`src/rtl/cvxif_instr_pkg.sv`:
```
// cvxif_instr_pkg: shared constants for the CV-X-IF example coprocessor.
// The result buffer takes its default FIFO depth from here.
package cvxif_instr_pkg;

  // Default number of entries in the coprocessor result buffer
  localparam int unsigned CoproResultDepth = 4;

  // Width of an integer register address (rd)
  localparam int unsigned RegAddrWidth = 5;

  // Occupancy counter width for a FIFO of the given depth: must represent 0..depth
  function automatic int unsigned copro_cnt_width(input int unsigned depth);
    return $clog2(depth) + 1;
  endfunction

endpackage

```
`src/rtl/copro_result_fifo.sv`:
```
// copro_result_fifo: generic flat-vector FIFO used by the coprocessor result
// buffer. Keeps separate read/write pointers that wrap naturally (Depth is a
// power of two) plus an explicit occupancy count for full/empty.
// A push while full is accepted only when a pop happens in the same cycle;
// otherwise it is ignored and the caller is expected to flag it.
module copro_result_fifo
  import cvxif_instr_pkg::*;
#(
  parameter int unsigned Width = 32,
  parameter int unsigned Depth = CoproResultDepth,
  localparam int unsigned PtrWidth = $clog2(Depth),
  localparam int unsigned CntWidth = copro_cnt_width(Depth)
) (
  input  logic                clk_i,
  input  logic                rst_ni,
  input  logic                push_i,
  input  logic [Width-1:0]    data_i,
  input  logic                pop_i,
  output logic [Width-1:0]    data_o,
  output logic [CntWidth-1:0] count_o,
  output logic                full_o,
  output logic                empty_o
);

  logic [Width-1:0]    mem_reg [Depth];
  logic [PtrWidth-1:0] wr_ptr_reg;
  logic [PtrWidth-1:0] wr_ptr_next;
  logic [PtrWidth-1:0] rd_ptr_reg;
  logic [PtrWidth-1:0] rd_ptr_next;
  logic [CntWidth-1:0] count_reg;
  logic [CntWidth-1:0] count_next;
  logic                push_ok;
  logic                pop_ok;

  assign full_o  = (count_reg == CntWidth'(Depth));
  assign empty_o = (count_reg == '0);

  // A full FIFO still takes a push when the head leaves in the same cycle
  assign push_ok = push_i && (!full_o || pop_i);
  assign pop_ok  = pop_i && !empty_o;

  // Pointer and occupancy bookkeeping for the next cycle
  always_comb begin
    wr_ptr_next = wr_ptr_reg;
    rd_ptr_next = rd_ptr_reg;
    count_next  = count_reg;
    if (push_ok) begin
      wr_ptr_next = wr_ptr_reg + PtrWidth'(1);
    end
    if (pop_ok) begin
      rd_ptr_next = rd_ptr_reg + PtrWidth'(1);
    end
    case ({push_ok, pop_ok})
      2'b10:   count_next = count_reg + CntWidth'(1);
      2'b01:   count_next = count_reg - CntWidth'(1);
      default: count_next = count_reg;
    endcase
  end

  // Pointer and count registers; reset discards every entry at once
  always_ff @(posedge clk_i or negedge rst_ni) begin
    if (!rst_ni) begin
      wr_ptr_reg <= '0;
      rd_ptr_reg <= '0;
      count_reg  <= '0;
    end else begin
      wr_ptr_reg <= wr_ptr_next;
      rd_ptr_reg <= rd_ptr_next;
      count_reg  <= count_next;
    end
  end

  // Entry storage: written at the write pointer, cleared on reset
  always_ff @(posedge clk_i or negedge rst_ni) begin
    if (!rst_ni) begin
      for (int i = 0; i < int'(Depth); i++) begin
        mem_reg[i] <= '0;
      end
    end else if (push_ok) begin
      mem_reg[wr_ptr_reg] <= data_i;
    end
  end

  // Head entry is always visible; the top masks it when the FIFO is empty
  assign data_o  = mem_reg[rd_ptr_reg];
  assign count_o = count_reg;

endmodule

```
`src/rtl/copro_result_buffer.sv`:
```
// copro_result_buffer: result-side stage of the CV-X-IF example coprocessor.
// Buffers the ALU's fire-and-forget result stream and presents it to the core
// on a valid/ready handshake. issue_stall_o is raised one slot early so a
// result already inside the single-cycle ALU always finds room.
// Optional feature: define COPRO_RESULT_BYPASS_EN to let a result arriving at
// an empty buffer appear on result_*_o in the same cycle.
module copro_result_buffer
  import cvxif_instr_pkg::*;
#(
  parameter int unsigned XLEN  = 32,
  parameter int unsigned Depth = CoproResultDepth,
  parameter type hartid_t      = logic,
  parameter type id_t          = logic
) (
  input  logic                      clk_i,
  input  logic                      rst_ni,
  // ALU result stream (no backpressure)
  input  logic                      alu_valid_i,
  input  logic [XLEN-1:0]           alu_result_i,
  input  hartid_t                   alu_hartid_i,
  input  id_t                       alu_id_i,
  input  logic [RegAddrWidth-1:0]   alu_rd_i,
  input  logic                      alu_we_i,
  // Result interface toward the core
  output logic                      result_valid_o,
  input  logic                      result_ready_i,
  output logic [XLEN-1:0]           result_data_o,
  output hartid_t                   result_hartid_o,
  output id_t                       result_id_o,
  output logic [RegAddrWidth-1:0]   result_rd_o,
  output logic                      result_we_o,
  // Status
  output logic                      issue_stall_o,
  output logic [$clog2(Depth):0]    count_o,
  output logic                      overflow_o
);

  localparam int unsigned CntWidth = copro_cnt_width(Depth);

  typedef struct packed {
    logic [XLEN-1:0]         data;
    hartid_t                 hartid;
    id_t                     id;
    logic [RegAddrWidth-1:0] rd;
    logic                    we;
  } entry_t;

  localparam int unsigned EntryWidth = $bits(entry_t);

  entry_t                  alu_entry;
  entry_t                  head_entry;
  entry_t                  out_entry;
  logic [EntryWidth-1:0]   head_raw;
  logic [CntWidth-1:0]     fifo_count;
  logic                    fifo_full;
  logic                    fifo_empty;
  logic                    fifo_push;
  logic                    fifo_pop;
  logic                    pop_fire;
  logic                    bypass_active;

  // Pack the incoming ALU fields into one storage word
  always_comb begin
    alu_entry        = '0;
    alu_entry.data   = alu_result_i;
    alu_entry.hartid = alu_hartid_i;
    alu_entry.id     = alu_id_i;
    alu_entry.rd     = alu_rd_i;
    alu_entry.we     = alu_we_i;
  end

  assign head_entry = entry_t'(head_raw);

`ifdef COPRO_RESULT_BYPASS_EN
  // An empty buffer forwards the arriving result straight to the core
  assign bypass_active = fifo_empty && alu_valid_i;
`else
  // Results always spend at least one cycle in storage
  assign bypass_active = 1'b0;
`endif

  assign result_valid_o = !fifo_empty || bypass_active;
  assign pop_fire       = result_valid_o && result_ready_i;

  // Only stored entries are popped from storage; a bypassed result consumed
  // in the same cycle is never written
  assign fifo_pop  = pop_fire && !fifo_empty;
  assign fifo_push = alu_valid_i && !(bypass_active && result_ready_i);

  // A result arriving at a full buffer with nothing leaving is lost
  assign overflow_o = alu_valid_i && fifo_full && !pop_fire;

  // Stall from the registered occupancy only: keep one slot for the ALU
  assign issue_stall_o = (fifo_count >= CntWidth'(Depth - 1));
  assign count_o       = fifo_count;

  // Select what the core sees: stored head, bypassed input, or zeros
  always_comb begin
    out_entry = '0;
    if (!fifo_empty) begin
      out_entry = head_entry;
    end else if (bypass_active) begin
      out_entry = alu_entry;
    end
  end

  assign result_data_o   = out_entry.data;
  assign result_hartid_o = out_entry.hartid;
  assign result_id_o     = out_entry.id;
  assign result_rd_o     = out_entry.rd;
  assign result_we_o     = out_entry.we;

  copro_result_fifo #(
    .Width (EntryWidth),
    .Depth (Depth)
  ) u_fifo (
    .clk_i   (clk_i),
    .rst_ni  (rst_ni),
    .push_i  (fifo_push),
    .data_i  (alu_entry),
    .pop_i   (fifo_pop),
    .data_o  (head_raw),
    .count_o (fifo_count),
    .full_o  (fifo_full),
    .empty_o (fifo_empty)
  );

endmodule

```
`config.mk`:
```
export PLATFORM = sky130hd
export DESIGN_NAME = copro_result_buffer
export DESIGN_NICKNAME = d
export VERILOG_FILES = /design/src/rtl/cvxif_instr_pkg.sv /design/src/rtl/copro_result_fifo.sv /design/src/rtl/copro_result_buffer.sv
export SDC_FILE = /design/constraint.sdc
export NUM_CORES = 1
export LEC_CHECK = 0
export BUFFER_PORTS_ARGS = -buffer_cell sky130_fd_sc_hd__buf_2
export CORE_MARGIN = 4
export CORE_UTILIZATION = 63
export CTS_BUF_LIST = sky130_fd_sc_hd__clkbuf_4
export CTS_CLUSTER_DIAMETER = 120
export DETAILED_ROUTE_END_ITERATION = 16
export PLACE_DENSITY_LB_ADDON = 0.15
export SYNTH_ARGS = -nofsm -noshare
export SYNTH_HDL_FRONTEND = slang
export SYNTH_SLANG_ARGS = --single-unit
```
`constraint.sdc`:
```
create_clock -name clk_i -period 4.3 [get_ports clk_i]
set_input_delay 0.215 -clock clk_i [delete_from_list [all_inputs] [get_ports clk_i]]
set_output_delay 0.215 -clock clk_i [all_outputs]
set_load 0.05 [all_outputs]
```
==> summary.txt <==
Run status
  – Outcome: finished, final reports clean

Floorplanning
  – Core area: 0.0117 mm2
  – Num rows: 39
  – Initial Util: 65.6%
  – Die Y: 118 um
  – Die area: 0.0140 mm2
  – Die Width: 118 um
  – Io pins: 90

STA
  – Maximum clock frequency: 340 MHz
  – Post-route minimum period: 2940 ps
  – Worst slew margin: 26.5%
  – Setup TNS: 0 ps
  – Final Max Slew Viols: 0
  – Final setup fails: 0
  – Worst Tran Pin Value: 1100 ps
  – Max Clock Skew: 13.1 ps
  – Final Cycle Share: 68.4%
  – Setup repair after global routing missed its margin: false
  – Hold Fails Final Rpt: 0

Setup path
  – FF-to-FF setup slack: 1780 ps
  – Critical path required time: 4090 ps
  – Critical Path Source Type: register
  – Crit-path max FO: 23
  – Crit path capture type: primary output
  – Arrival time worst endpoint: 2730 ps
  – Depth of the worst register-to-register path: 8
  – RR Endpoint: u_fifo.count_o[2]$_DFFE_PN0P_
  – Worst R2R Start: u_fifo.count_o[0]$_DFFE_PN0P_
  – Crit path kind: reg2out

Logic synthesis
  – Mapped Nets: 523
  – Number of distinct library cells after synthesis: 21
  – Top cell type's share of synthesized area: 54.7%
  – Top post-synthesis cells by area: dfrtp_1 55%, mux2_2 24%, mux4_2 12%, and2_1 3.4%, buf_6 2.4%
  – FF+latch count, synth: 167
  – Ys Warns: 0
  – Synth Cell Area: 0.00764 mm2
  – Mean post-synth cell area: 16.2 um2
  – Register area share after synthesis: 54.7%
  – Synth area leader: dfrtp_1
  – Cells after synthesis: 473

Worst hold path
  – Worst hold endpoint: u_fifo.wr_ptr_reg[0]$_DFFE_PN0P_
  – Hold Path Class: in2reg
  – Hold Startpoint: alu_valid_i
  – Hold Path Depth: 3

Placement
  – HPWL Detailed: 9340 um
  – Placer Congestion: 0.763
  – Port-buffer cells: 89

Finish
  – Commonest non-fill, non-tap cell in the layout: dfrtp_1
  – Area grow syn2layout: 15.2%
  – Share of layout cells above drive strength 1: 54.7%
  – Max reg flops: 160
  – Net count, final: 651
  – Most frequent cells in the layout: 165 x dfrtp_1, 161 x mux2_2, 88 x buf_2
  – # diodes: 0

Global route
  – All-Layer GR Usage: 23.4%
  – First-pass GRT wire length: 25700 um
  – Largest net degree at the start of global routing: 59
  – Grt ovf: 0
  – Initial antenna violation count: 0
  – Vias in the first global route: 4985

Clock network
  – Clk pin slew, worst setup/hold paths: 120 ps
  – Buffer count from post-CTS setup fixing: 0
  – Sink Count: 167
  – Skew-Pair Late Insertion Delay: 540 ps
  – Root Buffer: clkbuf_4
  – CTS H-Tree Depth: 4
  – Clock buffer depth: 2
  – CTS tree: done
  – Post-CTS Resized: 0
  – Cts bufs inserted: 17

Detailed routing
  – Number of nets with antenna violations after routing: 0
  – Drt initial violations: 194
  – Avg Vias per Cell: 5.80
  – Via count: 4388
  – Drt drc: 0
  – Wire per inst: 20.0 um
  – Drt total wl: 15100 um
  – 1st-pass router iterations: 4

Flow run
  – Max cap viols: 0
-- layer usage --
layer | part of all wire [%] | up-vias | GRT usage (%)
met1 | 44 | 2306 | 31.5
met4 | 1.3 | 0 | 6.45
met5 | 0 | - | 0
met3 | 4.4 | 15 | 5.54
met2 | 51 | 104 | 38.9
li1 | - | 1963 | -
-- cells by family after synthesis --
logic type | Yosys count | share of synthesized area, %
and+or+nand+nor | 55 | 4.42
buffers and inverters | 36 | 3.42
DFF | 167 | 54.7
adders and majority gates | 6 | 1.08
muxes | 202 | 35.6
xor gates and xnor gates | 6 | 0.688
AOI/OAI and AO/OA | 1 | 0.0982
-- worst max-delay path: stages (launching register included) --
cell	delay, ps
dfrtp_2	910
buf_4	370
mux4_2	530
and2_1	170
buf_2	210
-- cell type report --
type	instances	area, um2
clock buffer	19	143
inverter	5	18.8
clock inverter	13	113
sequential	167	4180
tap	143	179
multi-input combinational	270	3230
fill	756	2850
timing repair buffer	140	940
-- worst max path at each step --
stage	slack, ps	cells past startpoint	startpoint	end
6_report	1360	4	u_fifo.rd_ptr_reg[0]$_DFFE_PN0P_	result_data_o[21]
5_1_grt	1120	4	u_fifo.rd_ptr_reg[0]$_DFFE_PN0P_	result_data_o[21]
4_1_cts	1250	4	u_fifo.rd_ptr_reg[0]$_DFFE_PN0P_	result_data_o[21]
3_5_place_dp	1800	8	u_fifo.count_o[0]$_DFFE_PN0P_	u_fifo.count_o[2]$_DFFE_PN0P_
3_3_place_gp	1880	4	u_fifo.rd_ptr_reg[0]$_DFFE_PN0P_	result_data_o[14]
2_1_floorplan	1890	4	u_fifo.count_o[0]$_DFFE_PN0P_	result_data_o[22]
-- cell usage after synthesis (all sizes together) --
cell	number
nor2	5
mux2	161
buf	24
xor2	3
fa	1
xnor2	3
nor4b	1
and2	42
clkbuf	7
nand2	4
mux4	40
or3	1
nand3	1
ha	5
dfrtp	167
mux2i	1
nand2b	1
inv	5
a21o	1
-- per-stage QoR --
step	area (um2)	std cells	utilization, %	worst slack [ps]	hold slack (ps)
after floorplan	7640	473	-	1890	-80.6
after global placement	8130	683	69.7	1880	196
after detailed placement	8130	683	69.7	1800	205
after CTS	8810	757	75.5	1250	38.2
after global routing	8810	757	75.5	1120	72.9
final	8810	757	75.5	1360	84.4
-- what timing repair did --
| action | 4_1_cts | 5_1_grt |
|---|---|---|
| setup endpoints to repair | 0 | 0 |
| endpoints found under the hold margin | 216 | 0 |
| hold buffers | 42 | 0 |
Power is left out: the tool's default activity adds up to more than one toggle a clock period on the data nets, which glitch-free logic cannot reach.
